File: config.mk
export PLATFORM = sky130hd
export DESIGN_NAME = video_dvi
export DESIGN_NICKNAME = d
export VERILOG_FILES = /design/src/rtl/video_dvi_pkg.sv /design/src/rtl/video_dvi_tmds_encoder.sv /design/src/rtl/video_dvi.sv
export SDC_FILE = /design/constraint.sdc
export NUM_CORES = 1
export LEC_CHECK = 0
export BUFFER_PORTS_ARGS = -buffer_cell sky130_fd_sc_hd__buf_4
export CAP_MARGIN = 10
export CORE_UTILIZATION = 35
export DETAILED_ROUTE_END_ITERATION = 6
export SYNTH_ARGS = -nofsm -noshare
export SYNTH_HDL_FRONTEND = slang
export SYNTH_SLANG_ARGS = --single-unit
export TNS_END_PERCENT = 1
File: constraint.sdc
create_clock -name vga_clk -period 5.45 [get_ports vga_clk]
set_clock_uncertainty 0.2 [all_clocks]
set_input_delay 1.09 -clock vga_clk [delete_from_list [all_inputs] [get_ports vga_clk]]
set_output_delay 1.09 -clock vga_clk [all_outputs]
set_load 0.05 [all_outputs]
File: src/rtl/video_dvi_pkg.sv
// Shared definitions for the DVI output path: symbol widths, TMDS control
// symbols, the disparity counter type and small encoding helpers.
package video_dvi_pkg;

  localparam int unsigned COLOR_W = 4;
  localparam int unsigned DATA_W  = 8;
  localparam int unsigned QM_W    = 9;
  localparam int unsigned SYM_W   = 10;
  localparam int unsigned CNT_W   = 5;
  localparam int unsigned ONES_W  = 4;

  localparam logic [SYM_W-1:0] CTRL_00 = 10'b1101010100;
  localparam logic [SYM_W-1:0] CTRL_01 = 10'b0010101011;
  localparam logic [SYM_W-1:0] CTRL_10 = 10'b0101010100;
  localparam logic [SYM_W-1:0] CTRL_11 = 10'b1010101011;

  // Running disparity of the emitted stream, two's complement -16..+15.
  typedef logic signed [CNT_W-1:0] disp_t;

  // Stage-1 payload: transition-minimised word plus its aligned controls.
  typedef struct packed {
    logic            de;
    logic            c1;
    logic            c0;
    logic [QM_W-1:0] q_m;
  } qm_word_t;

  function automatic logic [ONES_W-1:0] ones8(input logic [DATA_W-1:0] v);
    logic [ONES_W-1:0] n;
    n = '0;
    for (int unsigned i = 0; i < DATA_W; i++) begin
      n = n + ONES_W'(v[i]);
    end
    return n;
  endfunction

  function automatic logic [SYM_W-1:0] ctrl_symbol(input logic c1, input logic c0);
    logic [SYM_W-1:0] s;
    case ({c1, c0})
      2'b00:   s = CTRL_00;
      2'b01:   s = CTRL_01;
      2'b10:   s = CTRL_10;
      default: s = CTRL_11;
    endcase
    return s;
  endfunction

endpackage

File: src/rtl/video_dvi_tmds_encoder.sv
// One TMDS channel: stage 1 minimises transitions, stage 2 balances DC and
// registers the 10-bit symbol. Controls travel alongside the data.
module tmds_encoder
  import video_dvi_pkg::*;
(
  input  logic              vga_clk,
  input  logic              vga_rst,
  input  logic [DATA_W-1:0] data,
  input  logic              c0,
  input  logic              c1,
  input  logic              de,
  output logic [SYM_W-1:0]  symbol
);

  localparam disp_t EIGHT = 5'sd8;

  logic [ONES_W-1:0] n1_d;
  logic              use_xnor;
  logic              acc;
  logic [QM_W-1:0]   q_m_c;
  qm_word_t          st1_q;

  logic [ONES_W-1:0] n1_q;
  logic              q8;
  logic [DATA_W-1:0] q;
  logic              more_ones;
  logic              more_zeros;
  logic              cnt_neg;
  logic              cnt_pos;
  disp_t             diff;
  disp_t             two_q8;
  disp_t             two_nq8;
  disp_t             cnt_q;
  disp_t             cnt_c;
  logic [SYM_W-1:0]  sym_c;

  // XNOR chain equals the XOR chain with every odd bit flipped.
  always_comb begin
    n1_d     = ones8(data);
    use_xnor = (n1_d > 4'd4) || ((n1_d == 4'd4) && !data[0]);
    q_m_c    = '0;
    acc      = data[0];
    q_m_c[0] = data[0];
    for (int unsigned i = 1; i < DATA_W; i++) begin
      acc      = acc ^ data[i];
      q_m_c[i] = acc ^ (use_xnor & (i % 2 == 1));
    end
    q_m_c[QM_W-1] = ~use_xnor;
  end

  always_ff @(posedge vga_clk or posedge vga_rst) begin
    if (vga_rst) begin
      st1_q <= '0;
    end else begin
      st1_q <= '{de: de, c1: c1, c0: c0, q_m: q_m_c};
    end
  end

  // cnt tracks the exact disparity of the symbols already sent on this line.
  always_comb begin
    sym_c      = CTRL_00;
    cnt_c      = '0;
    q8         = st1_q.q_m[QM_W-1];
    q          = st1_q.q_m[DATA_W-1:0];
    n1_q       = ones8(q);
    more_ones  = n1_q > 4'd4;
    more_zeros = n1_q < 4'd4;
    diff       = $signed({n1_q, 1'b0}) - EIGHT;
    two_q8     = $signed({3'b000, q8, 1'b0});
    two_nq8    = $signed({3'b000, ~q8, 1'b0});
    cnt_neg    = cnt_q[CNT_W-1];
    cnt_pos    = !cnt_neg && (cnt_q != '0);

    if (!st1_q.de) begin
      sym_c = ctrl_symbol(st1_q.c1, st1_q.c0);
      cnt_c = '0;
    end else if ((cnt_q == '0) || (!more_ones && !more_zeros)) begin
      sym_c = {~q8, q8, q8 ? q : ~q};
      cnt_c = q8 ? (cnt_q + diff) : (cnt_q - diff);
    end else if ((cnt_pos && more_ones) || (cnt_neg && more_zeros)) begin
      sym_c = {1'b1, q8, ~q};
      cnt_c = cnt_q + two_q8 - diff;
    end else begin
      sym_c = {1'b0, q8, q};
      cnt_c = cnt_q + diff - two_nq8;
    end
  end

  always_ff @(posedge vga_clk or posedge vga_rst) begin
    if (vga_rst) begin
      symbol <= CTRL_00;
      cnt_q  <= '0;
    end else begin
      symbol <= sym_c;
      cnt_q  <= cnt_c;
    end
  end

endmodule

File: src/rtl/video_dvi.sv
// VGA-to-DVI front end: widens 4-bit colour, conditions sync polarity and
// feeds three TMDS encoders; syncs ride on the blue channel.
module video_dvi
  import video_dvi_pkg::*;
#(
  parameter bit SYNC_INVERT = 1'b1
) (
  input  logic               vga_clk,
  input  logic               vga_rst,
  input  logic [COLOR_W-1:0] vga_r,
  input  logic [COLOR_W-1:0] vga_g,
  input  logic [COLOR_W-1:0] vga_b,
  input  logic               vga_hsync,
  input  logic               vga_vsync,
  input  logic               vga_de,
  output logic [SYM_W-1:0]   tmds_red,
  output logic [SYM_W-1:0]   tmds_green,
  output logic [SYM_W-1:0]   tmds_blue
);

  logic hs_enc;
  logic vs_enc;

  assign hs_enc = vga_hsync ^ SYNC_INVERT;
  assign vs_enc = vga_vsync ^ SYNC_INVERT;

  tmds_encoder u_enc_red (
    .vga_clk (vga_clk),
    .vga_rst (vga_rst),
    .data    ({vga_r, vga_r}),
    .c0      (1'b0),
    .c1      (1'b0),
    .de      (vga_de),
    .symbol  (tmds_red)
  );

  tmds_encoder u_enc_green (
    .vga_clk (vga_clk),
    .vga_rst (vga_rst),
    .data    ({vga_g, vga_g}),
    .c0      (1'b0),
    .c1      (1'b0),
    .de      (vga_de),
    .symbol  (tmds_green)
  );

  tmds_encoder u_enc_blue (
    .vga_clk (vga_clk),
    .vga_rst (vga_rst),
    .data    ({vga_b, vga_b}),
    .c0      (hs_enc),
    .c1      (vs_enc),
    .de      (vga_de),
    .symbol  (tmds_blue)
  );

endmodule

==> qor.csv <==
metric,value,unit
final setup vio count,0,
WP depth,13,
DP Area,0.00587,mm²
vias in the first global route,3845,
"Data arrival, critical path",4910,ps
WL final,10600,µm
routability cong.,0.857,
asr flop ratio synth,100,%
Resize count post-CTS,0,
Worst Hold Depth,1,
Slew HR,38.8,%
setup TNS,0,ps
critical path endpoint category,flop,
final hold vios,0,
Worst R2R Path Depth,13,
synth warn,0,
Die Area,0.0157,mm²
post-synthesis sequential area ratio,34.2,%
root buffer cell,clkbuf_16,
Netlist cell types,49,
worst-skew pair later-pin latency,340,ps
Starting Density,36.3,%
Final min period,4930,ps
crit path launch type,flop,
# port buffers,46,
crit path cell chain,"ha_1, inv_1, fa_1, fa_1, fa_1, fa_1, xnor2_1, ha_1, a21oi_1, a211oi_2, o21bai_1, xnor2_1, nor2_1",
via-per-instance ratio,4.70,
number of CTS-inserted buffers,9,
Post-DP HPWL,8370,µm
H-tree depth,3,
post-layout instance area,0.00616,mm²
Hold Buf Count CTS,0,
"Cell Area, Synth",0.00533,mm²
number of synthesized register bits,72,
Placement Rows,44,
final count of pins violating max slew,0,
"setup slack, reg-to-reg",520,ps
post-CTS setup buffers,0,
"EDFF count, synth",0,
largest cells by area after synthesis,"dfrtp_1 (27%), ha_1 (14%), fa_1 (11%)",
number of fill cells in the layout,1400,
slowest CP cell,a211oi_2,
Synth Area per Inst,10.4,µm²
most frequent cells in the layout,"inv_1 (88), ha_1 (61), xnor2_1 (59), dfrtp_1 (57), buf_4 (49)",
clock transition at the registers of the reported paths,60,ps
period utilization,90.4,%
Routed WL per cell,14.1,µm
CTS tree,yes,
largest net degree at the start of global routing,38,
Worst Path Max Fanout,9,
Slowest Stage Delay on Critical Path,560,ps
die extent in x,125,µm
leading area contributor after synthesis,dfrtp_1,
Fmax,0.203,GHz
Detailed Routing Iterations Pass 1,7,
"Net count, final",671,
1st-iter DRT viols,62,
share of cells above drive strength 1,16.5,%
Area Overhead vs Synth,15.5,%
post-synth top area share,26.8,%
Synth Net Count,621,
max cap viols,0,
TritonCTS Sinks,72,
Most used DFF post-synth,dfrtp_1,
WS Path Type,flop to flop,
Ant. Diodes,0,
grt ovf,0,
drt drc,3,
run status,"finished, violations left",
"most common cell after layout, fill and taps aside",inv_1,
Global Route Usage Sum,14.7,%
Syn Inst Count,513,
first-pass GRT wire length,18300,µm
Worst Path Buf+Inv,1,
Worst-Margin Slew,917,ps
cell family with most CP delay,adder cells,
Clock Path Buffers,2,
WP data required,5430,ps
RSZ-0062 raised after global routing,no,
I/O pins,47,
type of the worst min-delay path,flop to flop,
initial antenna violation count,0,
core area,0.0147,mm²
Vias,3533,
failing checks,design-rule violations,
crit-path most repeated cell,fa_1,
Antenna Nets Post-Route,0,
Die H,125,µm
[synthesized netlist by cell type (5+ instances only)]
library cell,n
ha_1,61
nand2_1,27
a21o_1,5
nor2b_1,7
o211ai_1,9
clkbuf_1,7
o21ai_0,16
xor2_1,20
a21oi_1,22
inv_1,89
fa_1,30
xnor2_1,59
nor2_1,21
dfstp_2,15
mux2i_1,8
dfrtp_1,57
[state kept, by name, summed over array words and instances (netlist names)]
name and cells:
u_enc_blue.st1_q 3, u_enc_blue.cnt_q 4, u_enc_red.q 8, u_enc_blue.q8 1, u_enc_blue.symbol 10, u_enc_red.q8 1
u_enc_red.cnt_q 4, u_enc_green.q8 1, u_enc_red.symbol 10, u_enc_green.cnt_q 4, u_enc_green.q 8, u_enc_green.symbol 10
u_enc_blue.q 8
[worst register-to-register path, delay by kind of cell (launching register included)]
family | cells | cell delay, ps
xor gates and xnor gates | 2 | 640
DFF | 1 | 400
and+or+nand+nor | 1 | 60
adders and majority gates | 6 | 2280
buffers and inverters | 1 | 40
AOI/OAI and AO/OA | 3 | 1160
[per-stage QoR]
| step | util, % | hold slack, ps | instances | worst slack (ps) |
|---|---|---|---|---|
| 2_1_floorplan | - | 244 | 513 | 1090 |
| 3_3_place_gp | 39.9 | 279 | 736 | 642 |
| 3_5_place_dp | 39.9 | 284 | 736 | 556 |
| 4_1_cts | 41.9 | 290 | 752 | 538 |
| 5_1_grt | 41.9 | 301 | 752 | 298 |
| 6_report | 41.9 | 282 | 752 | 522 |
[final cells by class]
type,count,area [µm²],area share [%]
Inverter,90,338,5.49
Clock buffer,12,256,4.17
Tap cell,184,230,3.74
Clock inverter,4,28.8,0.467
Sequential cell,72,1820,29.6
Timing Repair Buffer,49,368,5.98
Multi-Input combinational cell,341,3110,50.6
[final timing paths]
path,start,endpoint
min,u_enc_blue.q[2],u_enc_blue.symbol[2]
max,u_enc_green.q[0],u_enc_green.symbol[1]
min in group asynchronous,vga_rst,u_enc_red.cnt_q[1]
max reg2reg,u_enc_green.q[0],u_enc_green.symbol[1]
max in group asynchronous,vga_rst,u_enc_red.symbol[9]
min reg2reg,u_enc_blue.q[2],u_enc_blue.symbol[2]
[kinds of logic (layout without fill, tap and decap cells)]
logic type      count (synthesis)  in the layout  share of synthesized area, %
mux                             9              9                          1.71
xor+xnor                       79             79                          13.0
buf+inv                       100            155                          7.40
simple gates                   79             79                          7.11
flops                          72             72                          34.2
fa+ha+maj                      91             91                          25.6
compound gates                 83             83                          11.0
[layer usage]
layer  vias to the layer above  part of all wire [%]  track usage (%)
met5                         -                     0                0
met4                         0                   1.8             5.09
met3                        16                   3.7             3.77
met2                        58                    50             25.1
met1                      1730                    45             17.9
li1                       1729                     -                -
Power is not shown: default switching activity piles up to over one toggle a cycle in this logic, so the estimate is an artifact.
